==> src/rtl/uart_tx_arbiter_pkg.sv <==
// Shared definitions for the UART Tx arbiter.
// Contents: FSM state encoding, the serial timing defaults, and the default
// watchdog and guard lengths derived from them.
package uart_tx_arbiter_pkg;

   localparam int unsigned SYS_CLK      = 50_000_000;
   localparam int unsigned BAUD_RATE    = 115_200;
   // One 8N1 frame is 10 bit times.
   localparam int unsigned FRAME_CYCLES = (SYS_CLK / BAUD_RATE) * 10;
   // The watchdog default is the next power of two above one frame (8192 at 50 MHz).
   localparam int unsigned TIMEOUT_DEF  = 1 << $clog2(FRAME_CYCLES + 1);
   localparam int unsigned GUARD_DEF    = 2;

   typedef enum logic [1:0] {
      ST_IDLE  = 2'd0,
      ST_LOAD  = 2'd1,
      ST_WAIT  = 2'd2,
      ST_GUARD = 2'd3
   } state_e;

endpackage

==> src/rtl/uart_tx_arbiter_rr.sv <==
// rr_arbiter: combinational round-robin pick, reusable for any shared resource.
// Ports:
//   req_i   - request vector
//   ptr_i   - index that has the highest priority this cycle
//   mask_i  - eligibility mask; a requester needs both req and mask set
//   gnt_o   - one-hot winner (all zero when nothing is eligible)
//   idx_o   - winner index
//   valid_o - a winner exists
module rr_arbiter #(
   parameter  int N  = 4,
   localparam int IW = (N > 1) ? $clog2(N) : 1
) (
   input  logic [N-1:0]  req_i,
   input  logic [IW-1:0] ptr_i,
   input  logic [N-1:0]  mask_i,
   output logic [N-1:0]  gnt_o,
   output logic [IW-1:0] idx_o,
   output logic          valid_o
);

   logic [N-1:0] elig;

   assign elig = req_i & mask_i;

   // Scan from the farthest offset down to offset 0, so the eligible requester
   // closest to the pointer is the last one written and wins.
   always_comb begin
      gnt_o   = '0;
      idx_o   = '0;
      valid_o = 1'b0;
      for (int i = N - 1; i >= 0; i--) begin
         if (elig[(int'(ptr_i) + i) % N]) begin
            gnt_o                            = '0;
            gnt_o[(int'(ptr_i) + i) % N]     = 1'b1;
            idx_o                            = IW'((int'(ptr_i) + i) % N);
            valid_o                          = 1'b1;
         end
      end
   end

endmodule

==> src/rtl/uart_tx_arbiter.sv <==
// uart_tx_arbiter: shares one UART Tx serializer among NUM_REQ byte sources.
// Ports:
//   clk, rst       - system clock, async active-high reset
//   i_req/i_req_d  - per-requester byte valid (level) and byte data (8 bits each)
//   i_lock         - requester keeps ownership across bytes while set
//   o_grant        - one-hot pulse: byte accepted from that requester
//   o_tx_start     - one-cycle start to the serializer
//   o_tx_d         - byte to serializer, held from start until complete
//   i_tx_complete  - serializer end-of-frame pulse
//   o_busy         - high outside IDLE
//   o_owner        - index of the current/last owner
//   o_tx_error     - one-cycle pulse on watchdog expiry
//
// state | meaning
// IDLE  | arbitrate; honour a held lock; release a dropped lock (no grant that cycle)
// LOAD  | byte latched, grant visible; start pulse issued on exit
// WAIT  | frame in flight; watchdog counting
// GUARD | idle gap after a frame before arbitrating again
module uart_tx_arbiter
   import uart_tx_arbiter_pkg::*;
#(
   parameter  int NUM_REQ = 4,
   parameter  int TIMEOUT = TIMEOUT_DEF,
   parameter  int GUARD   = GUARD_DEF,
   localparam int IW      = $clog2(NUM_REQ),
   localparam int WW      = $clog2(TIMEOUT + 1),
   localparam int GW      = (GUARD > 1) ? $clog2(GUARD) : 1
) (
   input  logic                 clk,
   input  logic                 rst,
   input  logic [NUM_REQ-1:0]   i_req,
   input  logic [8*NUM_REQ-1:0] i_req_d,
   input  logic [NUM_REQ-1:0]   i_lock,
   output logic [NUM_REQ-1:0]   o_grant,
   output logic                 o_tx_start,
   output logic [7:0]           o_tx_d,
   input  logic                 i_tx_complete,
   output logic                 o_busy,
   output logic [IW-1:0]        o_owner,
   output logic                 o_tx_error
);

   state_e               state_q, state_d;
   logic [NUM_REQ-1:0]   grant_q, grant_d;
   logic                 start_q, start_d;
   logic [7:0]           txd_q, txd_d;
   logic [IW-1:0]        owner_q, owner_d;
   logic                 err_q, err_d;
   logic [IW-1:0]        ptr_q, ptr_d;
   logic                 lock_vld_q, lock_vld_d;
   logic [IW-1:0]        lock_own_q, lock_own_d;
   logic [WW-1:0]        wdog_q, wdog_d;
   logic [GW-1:0]        gcnt_q, gcnt_d;

   logic                 lock_hold;
   logic [NUM_REQ-1:0]   arb_mask;
   logic [NUM_REQ-1:0]   arb_gnt;
   logic [IW-1:0]        arb_idx;
   logic                 arb_valid;

   // A held lock makes its owner the only eligible requester.
   assign lock_hold = lock_vld_q && i_lock[lock_own_q];
   assign arb_mask  = lock_hold ? (NUM_REQ'(1) << lock_own_q) : '1;

   rr_arbiter #(.N(NUM_REQ)) u_rr (
      .req_i   (i_req),
      .ptr_i   (ptr_q),
      .mask_i  (arb_mask),
      .gnt_o   (arb_gnt),
      .idx_o   (arb_idx),
      .valid_o (arb_valid)
   );

   always_comb begin
      state_d    = state_q;
      grant_d    = '0;
      start_d    = 1'b0;
      txd_d      = txd_q;
      owner_d    = owner_q;
      err_d      = 1'b0;
      ptr_d      = ptr_q;
      lock_vld_d = lock_vld_q;
      lock_own_d = lock_own_q;
      wdog_d     = wdog_q;
      gcnt_d     = gcnt_q;
      case (state_q)
         ST_IDLE: begin
            if (lock_vld_q && !i_lock[lock_own_q]) begin
               lock_vld_d = 1'b0;
            end else if (arb_valid) begin
               grant_d = arb_gnt;
               txd_d   = i_req_d[{arb_idx, 3'b000} +: 8];
               owner_d = arb_idx;
               if (i_lock[arb_idx]) begin
                  lock_vld_d = 1'b1;
                  lock_own_d = arb_idx;
               end else begin
                  lock_vld_d = 1'b0;
                  ptr_d      = (arb_idx == IW'(NUM_REQ - 1)) ? '0 : arb_idx + IW'(1);
               end
               state_d = ST_LOAD;
            end
         end
         ST_LOAD: begin
            start_d = 1'b1;
            wdog_d  = '0;
            state_d = ST_WAIT;
         end
         ST_WAIT: begin
            // Completion is tested first so it wins over a coincident timeout.
            if (i_tx_complete) begin
               gcnt_d  = '0;
               state_d = ST_GUARD;
            end else if (wdog_q == WW'(TIMEOUT - 1)) begin
               err_d   = 1'b1;
               gcnt_d  = '0;
               state_d = ST_GUARD;
            end else if (wdog_q != WW'(TIMEOUT)) begin
               wdog_d = wdog_q + WW'(1);
            end
         end
         ST_GUARD: begin
            if (GUARD <= 1 || gcnt_q == GW'(GUARD - 1)) begin
               state_d = ST_IDLE;
            end else begin
               gcnt_d = gcnt_q + GW'(1);
            end
         end
         default: state_d = ST_IDLE;
      endcase
   end

   always_ff @(posedge clk or posedge rst) begin
      if (rst) begin
         state_q    <= ST_IDLE;
         grant_q    <= '0;
         start_q    <= 1'b0;
         txd_q      <= 8'h00;
         owner_q    <= '0;
         err_q      <= 1'b0;
         ptr_q      <= '0;
         lock_vld_q <= 1'b0;
         lock_own_q <= '0;
         wdog_q     <= '0;
         gcnt_q     <= '0;
      end else begin
         state_q    <= state_d;
         grant_q    <= grant_d;
         start_q    <= start_d;
         txd_q      <= txd_d;
         owner_q    <= owner_d;
         err_q      <= err_d;
         ptr_q      <= ptr_d;
         lock_vld_q <= lock_vld_d;
         lock_own_q <= lock_own_d;
         wdog_q     <= wdog_d;
         gcnt_q     <= gcnt_d;
      end
   end

   assign o_grant    = grant_q;
   assign o_tx_start = start_q;
   assign o_tx_d     = txd_q;
   assign o_owner    = owner_q;
   assign o_tx_error = err_q;
   assign o_busy     = (state_q != ST_IDLE);

endmodule

==> config.mk <==
export PLATFORM = sky130hd
export DESIGN_NAME = uart_tx_arbiter
export DESIGN_NICKNAME = d
export VERILOG_FILES = /design/src/rtl/uart_tx_arbiter_pkg.sv /design/src/rtl/uart_tx_arbiter_rr.sv /design/src/rtl/uart_tx_arbiter.sv
export SDC_FILE = /design/constraint.sdc
export NUM_CORES = 1
export LEC_CHECK = 0
export ABC_AREA = 1
export BUFFER_PORTS_ARGS = -buffer_cell sky130_fd_sc_hd__buf_2
export CAP_MARGIN = 20
export CORE_MARGIN = 10
export CORE_UTILIZATION = 50
export DETAILED_ROUTE_END_ITERATION = 12
export PLACE_DENSITY = 0.77
export SLEW_MARGIN = 20
export SYNTH_ARGS = -nofsm -noshare
export SYNTH_HDL_FRONTEND = slang
export SYNTH_HIERARCHICAL = 1
export SYNTH_SLANG_ARGS = --single-unit
==> constraint.sdc <==
create_clock -name clk -period 2.98 [get_ports clk]
set_clock_uncertainty 0.15 [all_clocks]
set_input_delay 0.596 -clock clk [delete_from_list [all_inputs] [get_ports clk]]
set_output_delay 0.596 -clock clk [all_outputs]
set_load 0.005 [all_outputs]
* Yosys cells after proc, flatten, opt, wreduce, memory -nomap -nowiden *
Cells that the tools add are included.

cells by class
  multiplexer cells = 61
  bitwise logic cells = 6
  eq/ne operators = 13
  add/subtract/negate cells = 6
  reductions and logical operators = 22
  div/mod/pow operators = 0
  shifts and indexed selects = 2
  multiply operators = 0
  magnitude comparators = 10

operator list
  operator                 count
  $mux W14                 3
  $mux W4                  8
  $shiftx A32 B6 Y8        1
  $pmux W14 S2             1
  $mux W1                  27
  $mux W2                  10
  $reduce_and A4 Y1        4
  $add A14 B1 Y14 const B  1
  $eq A14 B13 Y1 const B   1
  $ne A14 B14 Y1 const B   1
  $bmux W1 S2              6
  $lt A3 B4 Y1 const B     3
  $ne A2 B2 Y1 const B     6
  $ge A3 B1 Y1 const B     3
  $lt A2 B3 Y1 const B     3
  $demux W1 S2             4
  $pmux W2 S4              1
  $reduce_bool A2 Y1       4
  $eq A2 B2 Y1 const B     3
  $logic_and A1 B1 Y1      6
  $reduce_or A2 Y1         3
  $add A2 B1 Y2 const B    2
  $add A2 B2 Y2 const B    2
  $and A4 B4 Y4            1
  12 further kinds         16

word-level totals
  output and inout port bits = 17
  latch bits = 0
  memories = 0
  input bits = 43
  bits in registers = 38
  bits in read-only memories = 0
  memory bits (writable) = 0
  word-level logic and storage cells = 131

* Logic depth before layout (Yosys ltp) *
  depth after elaboration = 17
  depth in mapped cells = 22
  mapped depth without buffers = 21

* Modules after synthesis *
The synthesis kept the hierarchy.

by module, submodules not included
  module           cells each  area each (um2)  sequential area each (um2)  times used
  uart_tx_arbiter  333         2374.8           950.9                       1
  rr_arbiter       99          589.3            0.0                         1

* Worst setup path before layout *
No wires, ideal clock.

  kind = input -> register
  from = in i_lock[3]
  to = reg ptr_q[1]
  stages on the path = 19
  setup time = 0.126 ns
  arrival = 2.630 ns
  slack = 0.074 ns
  buffers on the path = 2
  data required time = 2.704 ns
  path through = nand2_1 -> nand2_1 -> nand2_1 -> a21oi_1 -> o21ai_0 -> nand2_1 -> nand2_1 -> nand3_2 -> nand2_4 -> a21oi_2 -> nand2_1 -> o21ai_0 -> buf_2 -> inv_1 -> buf_2 -> o211ai_1 -> nand4_1 -> nand2_1 -> o21ai_0

on the way
  cells in the longest elaborated chain, start to end = 16
  elaborated cells between the ends (all ways) = 34
  those cells by class = 1 x add/sub; 1 x eq/ne; 25 x mux; 3 x bitwise; 4 x reduce/logical

RTL lines
  element                                      RTL line                  text
  start, declared                              uart_tx_arbiter.sv:33     input logic [NUM_REQ-1:0] i_lock,
  $bmux W1 S2 *                                uart_tx_arbiter.sv:62     assign lock_hold = lock_vld_q && i_lock[lock_own_q];
  $mux W1 (implied by the code) *              uart_tx_arbiter.sv:62
  $logic_and A1 B1 Y1 *                        uart_tx_arbiter.sv:62
  $mux W4 *                                    uart_tx_arbiter.sv:63     assign arb_mask = lock_hold ? (NUM_REQ'(1) << lock_own_q) : '1;
  named net arb_mask[1]                        uart_tx_arbiter.sv:56     logic [NUM_REQ-1:0] arb_mask;
  $and A4 B4 Y4 *                              uart_tx_arbiter_rr.sv:23  assign elig = req_i & mask_i;
  $bmux W1 S2                                  uart_tx_arbiter_rr.sv:32  if (elig[(int'(ptr_i) + i) % N]) begin
  $mux W1 (implied by the code) (2 in series)  uart_tx_arbiter_rr.sv:32
  $mux W2 (3 in series)                        uart_tx_arbiter_rr.sv:32
  $mux W2 *                                    uart_tx_arbiter_rr.sv:32
  named net arb_idx[0]                         uart_tx_arbiter.sv:58     logic [IW-1:0] arb_idx;
  $bmux W1 S2                                  uart_tx_arbiter.sv:94     if (i_lock[arb_idx]) begin
  $mux W1 (implied by the code)                uart_tx_arbiter.sv:94
  $not A1 Y1 (no line)                         -
  $reduce_and A4 Y1 (no line)                  -
  end signal, assigned                         uart_tx_arbiter.sv:153    ptr_q <= ptr_d;
  end, declared                                uart_tx_arbiter.sv:49     logic [IW-1:0] ptr_q, ptr_d;

Mark *: on every way through the listed nets, which the timed path passes. The rest lies on a longest branch. The select of a mux whose other input is x is not followed.
A chain may end at the register's enable or synchronous reset.

* Worst setup path after layout *
  from = reg lock_own_q[0]
  to = reg ptr_q[1]

on the way
  cells in the longest elaborated chain, start to end = 16
  elaborated cells between the ends (all ways) = 35
  those cells by class = 1 x add/sub; 1 x eq/ne; 1 x shift; 25 x mux; 3 x bitwise; 4 x reduce/logical

RTL lines
  element                                      RTL line                  text
  start, declared                              uart_tx_arbiter.sv:51     logic [IW-1:0] lock_own_q, lock_own_d;
  start signal, assigned                       uart_tx_arbiter.sv:155    lock_own_q <= lock_own_d;
  $bmux W1 S2                                  uart_tx_arbiter.sv:62
  $mux W1 (implied by the code)                uart_tx_arbiter.sv:62
  $logic_and A1 B1 Y1                          uart_tx_arbiter.sv:62
  $mux W4 *                                    uart_tx_arbiter.sv:63
  named net arb_mask[2]                        uart_tx_arbiter.sv:56
  $and A4 B4 Y4 *                              uart_tx_arbiter_rr.sv:23
  $bmux W1 S2                                  uart_tx_arbiter_rr.sv:32
  $mux W1 (implied by the code) (2 in series)  uart_tx_arbiter_rr.sv:32
  $mux W2 (3 in series)                        uart_tx_arbiter_rr.sv:32
  $mux W2 *                                    uart_tx_arbiter_rr.sv:32
  named net arb_idx[0]                         uart_tx_arbiter.sv:58
  $bmux W1 S2                                  uart_tx_arbiter.sv:94
  $mux W1 (implied by the code)                uart_tx_arbiter.sv:94
  $not A1 Y1 (no line)                         -
  $reduce_and A4 Y1 (no line)                  -

Marked as above.

==> results.md <==
- The flow ran to the end, and the final reports show no timing, DRC or antenna violations.
- For this configuration, the core starts out at a cell density of a little over half.
- The critical path goes through inv_2, nand2_1, nand2_1, nand2_1, a21oi_2, o21ai_0, nand3_1, nand3_2, nand2_4, a21oi_2, nand2_1, o21ai_2, buf_4, o21ai_0, nand4_1, nand2_1, o21ai_0.
- Summing internal, switching and leakage power gives about 3800 µW.
- Detailed routing inserted a total of roughly 3000 vias.
- Counting the buffers created by CTS gives 5.
- The growth of design area from synthesis to finish is 18.5%.
- The final critical-path share of the clock period is between 90% and 100%.
- The worst max-slew margin expressed relative to the limit is 62.1%.
- The average wire length per cell after detail routing is 12.9 µm.
- The weighted congestion reported at the end of routability-driven placement is 0.909.
- The count of buffer and inverter cells on the critical path is 2.
- For met3 alone, demand over resource in global routing was 5.89%.
- The number of placed instances, taps included, is between 500 and 600.
- By instance count, the cell type seen most on the critical path is sky130_fd_sc_hd__nand2_1.
- The worst setup path is captured at a flop.
- The total core area is 0.00564 mm².
- The via count of the first global-routing pass is 2979.
- The internal portion of the total power is approximately 1900 µW.
- At the end of the flow, the number of nets in the layout was 554.
- The cell at the root of the clock tree is sky130_fd_sc_hd__clkbuf_8.
- The sequential share of the synthesized area is roughly 32%.
- Buffers inserted to repair hold after CTS numbered 0.
- The maximum clock frequency is about 360 MHz.
- The height of the die is 97.0 µm.
- The synthesized net count is just under 500.
- After the first detailed-routing iteration, the DRC count stood at 190.
- The count of state elements after synthesis is 38.
- The antenna diode count is 0.
- The remaining number of nets flagged by the antenna check after routing is 0.
- Of the cells placed in the final design, the portion with a size suffix greater than 1 is approximately a quarter.
- The largest net degree at the start of global routing is 39.
- The startpoint type of the worst setup path is a flop.
- The relative contribution of the clock network to total power is between 10% and 20%.
- Counting cells, the worst reg-to-reg path comes to 17.
- For the pin with the worst max-slew slack, the measured transition is about 0.57 ns.
- The maximum clock path buffer count is 2.
- The fraction of power spent switching nets is between 40% and 50%.
- The number of design rule violations left after detail routing is 0.
- The overflow left after global routing is 0.
- Setup repair after global routing could not meet its margin everywhere.
- At the worst endpoint, the required time is ~3.0 ns.
- The first-pass detailed-route iteration total is 5.
- Leaving out filler cells and counting taps, the final layout contains approximately 570.
- In this run the cell area measured after placement is ~0.0034 mm².
- In the layout the commonest cells are 113 x sky130_fd_sc_hd__nand2_1, 59 x sky130_fd_sc_hd__buf_2, 52 x sky130_fd_sc_hd__nand3_1, 50 x sky130_fd_sc_hd__nor2_1, 42 x sky130_fd_sc_hd__inv_1.
- The synthesized netlist contains 32 unique library cells.
- On the critical path the largest part of the delay comes from simple AND/OR/NAND/NOR gates.
- The row count is 27.
- Summed over all layers, the routed wires come to approximately 7.3 mm.
- The total die area is 0.00941 mm².
- Global routing consumed, on the met2 layer, around a quarter of the routing resources.
- After clock tree synthesis, the clock-pin slew on the worst setup and hold paths is roughly 0.080 ns.
- TritonCTS built the clock tree.
- The static leakage is 0.00184 µW.
- The mean area per synthesized cell is just under 7 µm².
- The combinational cell fraction of total power is 67.3%.
- The first global-routing pass estimated 12.7 mm of wire.
- The number of fillers in the final layout is ~530.
- The final count of pins violating max slew came to 0.
- The share of total power in sequential cells is approximately a fifth.
- The cell with the largest stage delay on the worst path is sky130_fd_sc_hd__dfrtp_2.
- The all-layer global routing usage is between 10% and 20%.
- Summing every instance area after synthesis gives between 0.002 and 0.003 mm².
- The final cell utilization of the core is between 60% and 70%.
- The number of antenna violations at the first check in global routing is 0.
- The largest single stage delay on the critical path is approximately 0.45 ns.
- The worst-case IR drop observed on VDD is ~840 µV.
- The met1 usage in global routing is roughly a fifth.
- The I/O pin count is 60.
- The layer flagged by global routing as most heavily used is met2.
- Data on the critical path arrives at its endpoint at approximately 2.8 ns.
- The die is a little under 100 µm wide.
- The final setup violation count is 0.
- For the final routed database, the setup TNS stands at 0 ns.
- In this run the tool buffered the top-level ports with 59 buffer cells.
- Synthesis produced between 400 and 500 cells.
- The area used by multi-input combinational logic is between 0.0015 and 0.002 mm².
- The area of all sequential standard cells is around 950 µm².
- The number of violations of the max-capacitance limit is 0.
- The net switching power is 1880 µW.
- The count of buffers added by post-CTS timing repair for setup is 0.
- The path length in cells of the critical path is 17.
- The HPWL reported at the end of detailed placement is roughly 5.6 mm.
- By startpoint and endpoint, the worst setup path is classified as reg -> reg.
- The clock sink total is 38.
- In this run the worst path has a maximum fanout of 6.
- The number of endpoints with negative hold slack in the final report is 0.
- During synthesis, Yosys emitted a total of 6 warnings.
- In the routed layout, each cell is associated on average with a via count of between 5 and 6.
- The total power density per cell area is ~1100 mW/mm².
- The classification of the worst-slack hold path is in -> async.
- Leaving out fill and tap cells, the most frequent cell in the layout is sky130_fd_sc_hd__nand2_1.
- The later pin in the worst-skew pair is clocked with a latency of 0.29 ns.
- After routing the design area is around 0.0035 mm².
- The post-route minimum period is between 2 and 3 ns.
- In this run the number of H-tree levels came out at 2.
-- per-layer routing --
metal,vias up,wire [µm]
met5,-,0
met4,0,77
met3,8,605
met2,105,3250
met1,1325,3400
li1,1520,-
-- logic make-up after synthesis --
| group | Yosys count | share of synthesized area (%) |
|---|---|---|
| and+or+nand+nor | 265 | 42.3 |
| xor gates and xnor gates | 3 | 0.887 |
| buffers and inverters | 60 | 9.03 |
| adders and majority gates | 15 | 6.33 |
| DFF | 38 | 32.1 |
| AOI/OAI and AO/OA | 51 | 9.33 |
-- worst register-to-register path, delay by kind of cell, from the launching register on --
family,cells,cell delay [ns]
and+or+nand+nor,9,1.00
AOI/OAI and AO/OA,6,0.79
DFF,1,0.45
buffers and inverters,2,0.25
-- worst paths after layout --
| path | end | slack [ns] | from |
|---|---|---|---|
| max reg2reg | ptr_q[1] | 0.23 | lock_own_q[0] |
| max | ptr_q[1] | 0.23 | lock_own_q[0] |
| max in group asynchronous | lock_own_q[0] | 2.06 | rst |
| min | wdog_q[7] | 0.25 | rst |
| min in group clk | o_tx_d[6] | 0.33 | o_tx_d[6] |
| min reg2reg | o_tx_d[6] | 0.33 | o_tx_d[6] |
-- power groups by stage --
| stage | logic, µW | clock network [µW] | registers [µW] |
|---|---|---|---|
| 6_report | 2550 | 454 | 787 |
| 5_1_grt | 2890 | 490 | 806 |
| 4_1_cts | 2500 | 464 | 783 |
| 3_5_place_dp | 2480 | 0 | 787 |
| 3_3_place_gp | 2420 | 0 | 788 |
| 2_1_floorplan | 1780 | 0 | 794 |
-- state kept, by name, summed over array words and instances (netlist names), 2 cells and up --
signal and cells:
wdog_q 14, ptr_q 2, lock_own_q 2, o_tx_d 8, o_grant 4, o_owner 2, state_q 2
-- what timing repair did --
action	in CTS	in global routing
endpoints found under the hold margin	0	0
gates resized for setup	0	12
endpoints found under the setup margin	0	19
-- metrics by stage --
step           hold WS [ns]  setup WS, ns
2_1_floorplan         0.304        0.0739
5_1_grt               0.293       -0.0426
3_3_place_gp          0.309        0.0415
6_report              0.254         0.234
4_1_cts               0.271        0.0504
3_5_place_dp          0.314       -0.0683
-- cell type report --
cell class                      instances  share of cell area [%]
Timing Repair Buffer                   71                    11.7
Multi-Input combinational cell        334                    50.2
Tap cell                               72                    2.56
Clock buffer                            6                    2.35
Inverter                               46                    5.20
Sequential cell                        38                    27.1
Clock inverter                          1                   0.855
-- synthesized netlist by cell type --
library cell                 n  area, µm²
sky130_fd_sc_hd__a21oi_1     5       25.0
sky130_fd_sc_hd__or2_0       3       18.8
sky130_fd_sc_hd__nand3_1    53        265
sky130_fd_sc_hd__ha_1       15        188
sky130_fd_sc_hd__a21oi_2     1       8.76
sky130_fd_sc_hd__inv_1      44        165
sky130_fd_sc_hd__nor3b_1     2       15.0
sky130_fd_sc_hd__nand3_2     8       80.1
sky130_fd_sc_hd__nand2_1   114        428
sky130_fd_sc_hd__xor2_1      3       26.3
sky130_fd_sc_hd__inv_4       1       6.26
sky130_fd_sc_hd__buf_6       3       33.8
sky130_fd_sc_hd__nand2_2    10       62.6
sky130_fd_sc_hd__nand3b_1    1       7.51
sky130_fd_sc_hd__or2_1       1       6.26
sky130_fd_sc_hd__nand2_4     5       56.3
sky130_fd_sc_hd__o21ai_0    33        165
sky130_fd_sc_hd__dfrtp_1    38        951
sky130_fd_sc_hd__o22ai_1     8       50.1
sky130_fd_sc_hd__nor2_1     50        188
sky130_fd_sc_hd__a31oi_1     2       12.5
sky130_fd_sc_hd__nor3_1      4       20.0
sky130_fd_sc_hd__or2_2       2       12.5
sky130_fd_sc_hd__o211ai_1    1       7.51
sky130_fd_sc_hd__nor2_2      3       18.8
sky130_fd_sc_hd__inv_8       1       11.3
sky130_fd_sc_hd__clkbuf_1    5       18.8
sky130_fd_sc_hd__buf_2       5       25.0
sky130_fd_sc_hd__nor2_4      4       45.0
sky130_fd_sc_hd__o21bai_1    1       7.51
sky130_fd_sc_hd__buf_4       1       7.51
sky130_fd_sc_hd__nand4_1     5       31.3
No activity file was read; power rests on OpenSTA's default activity.
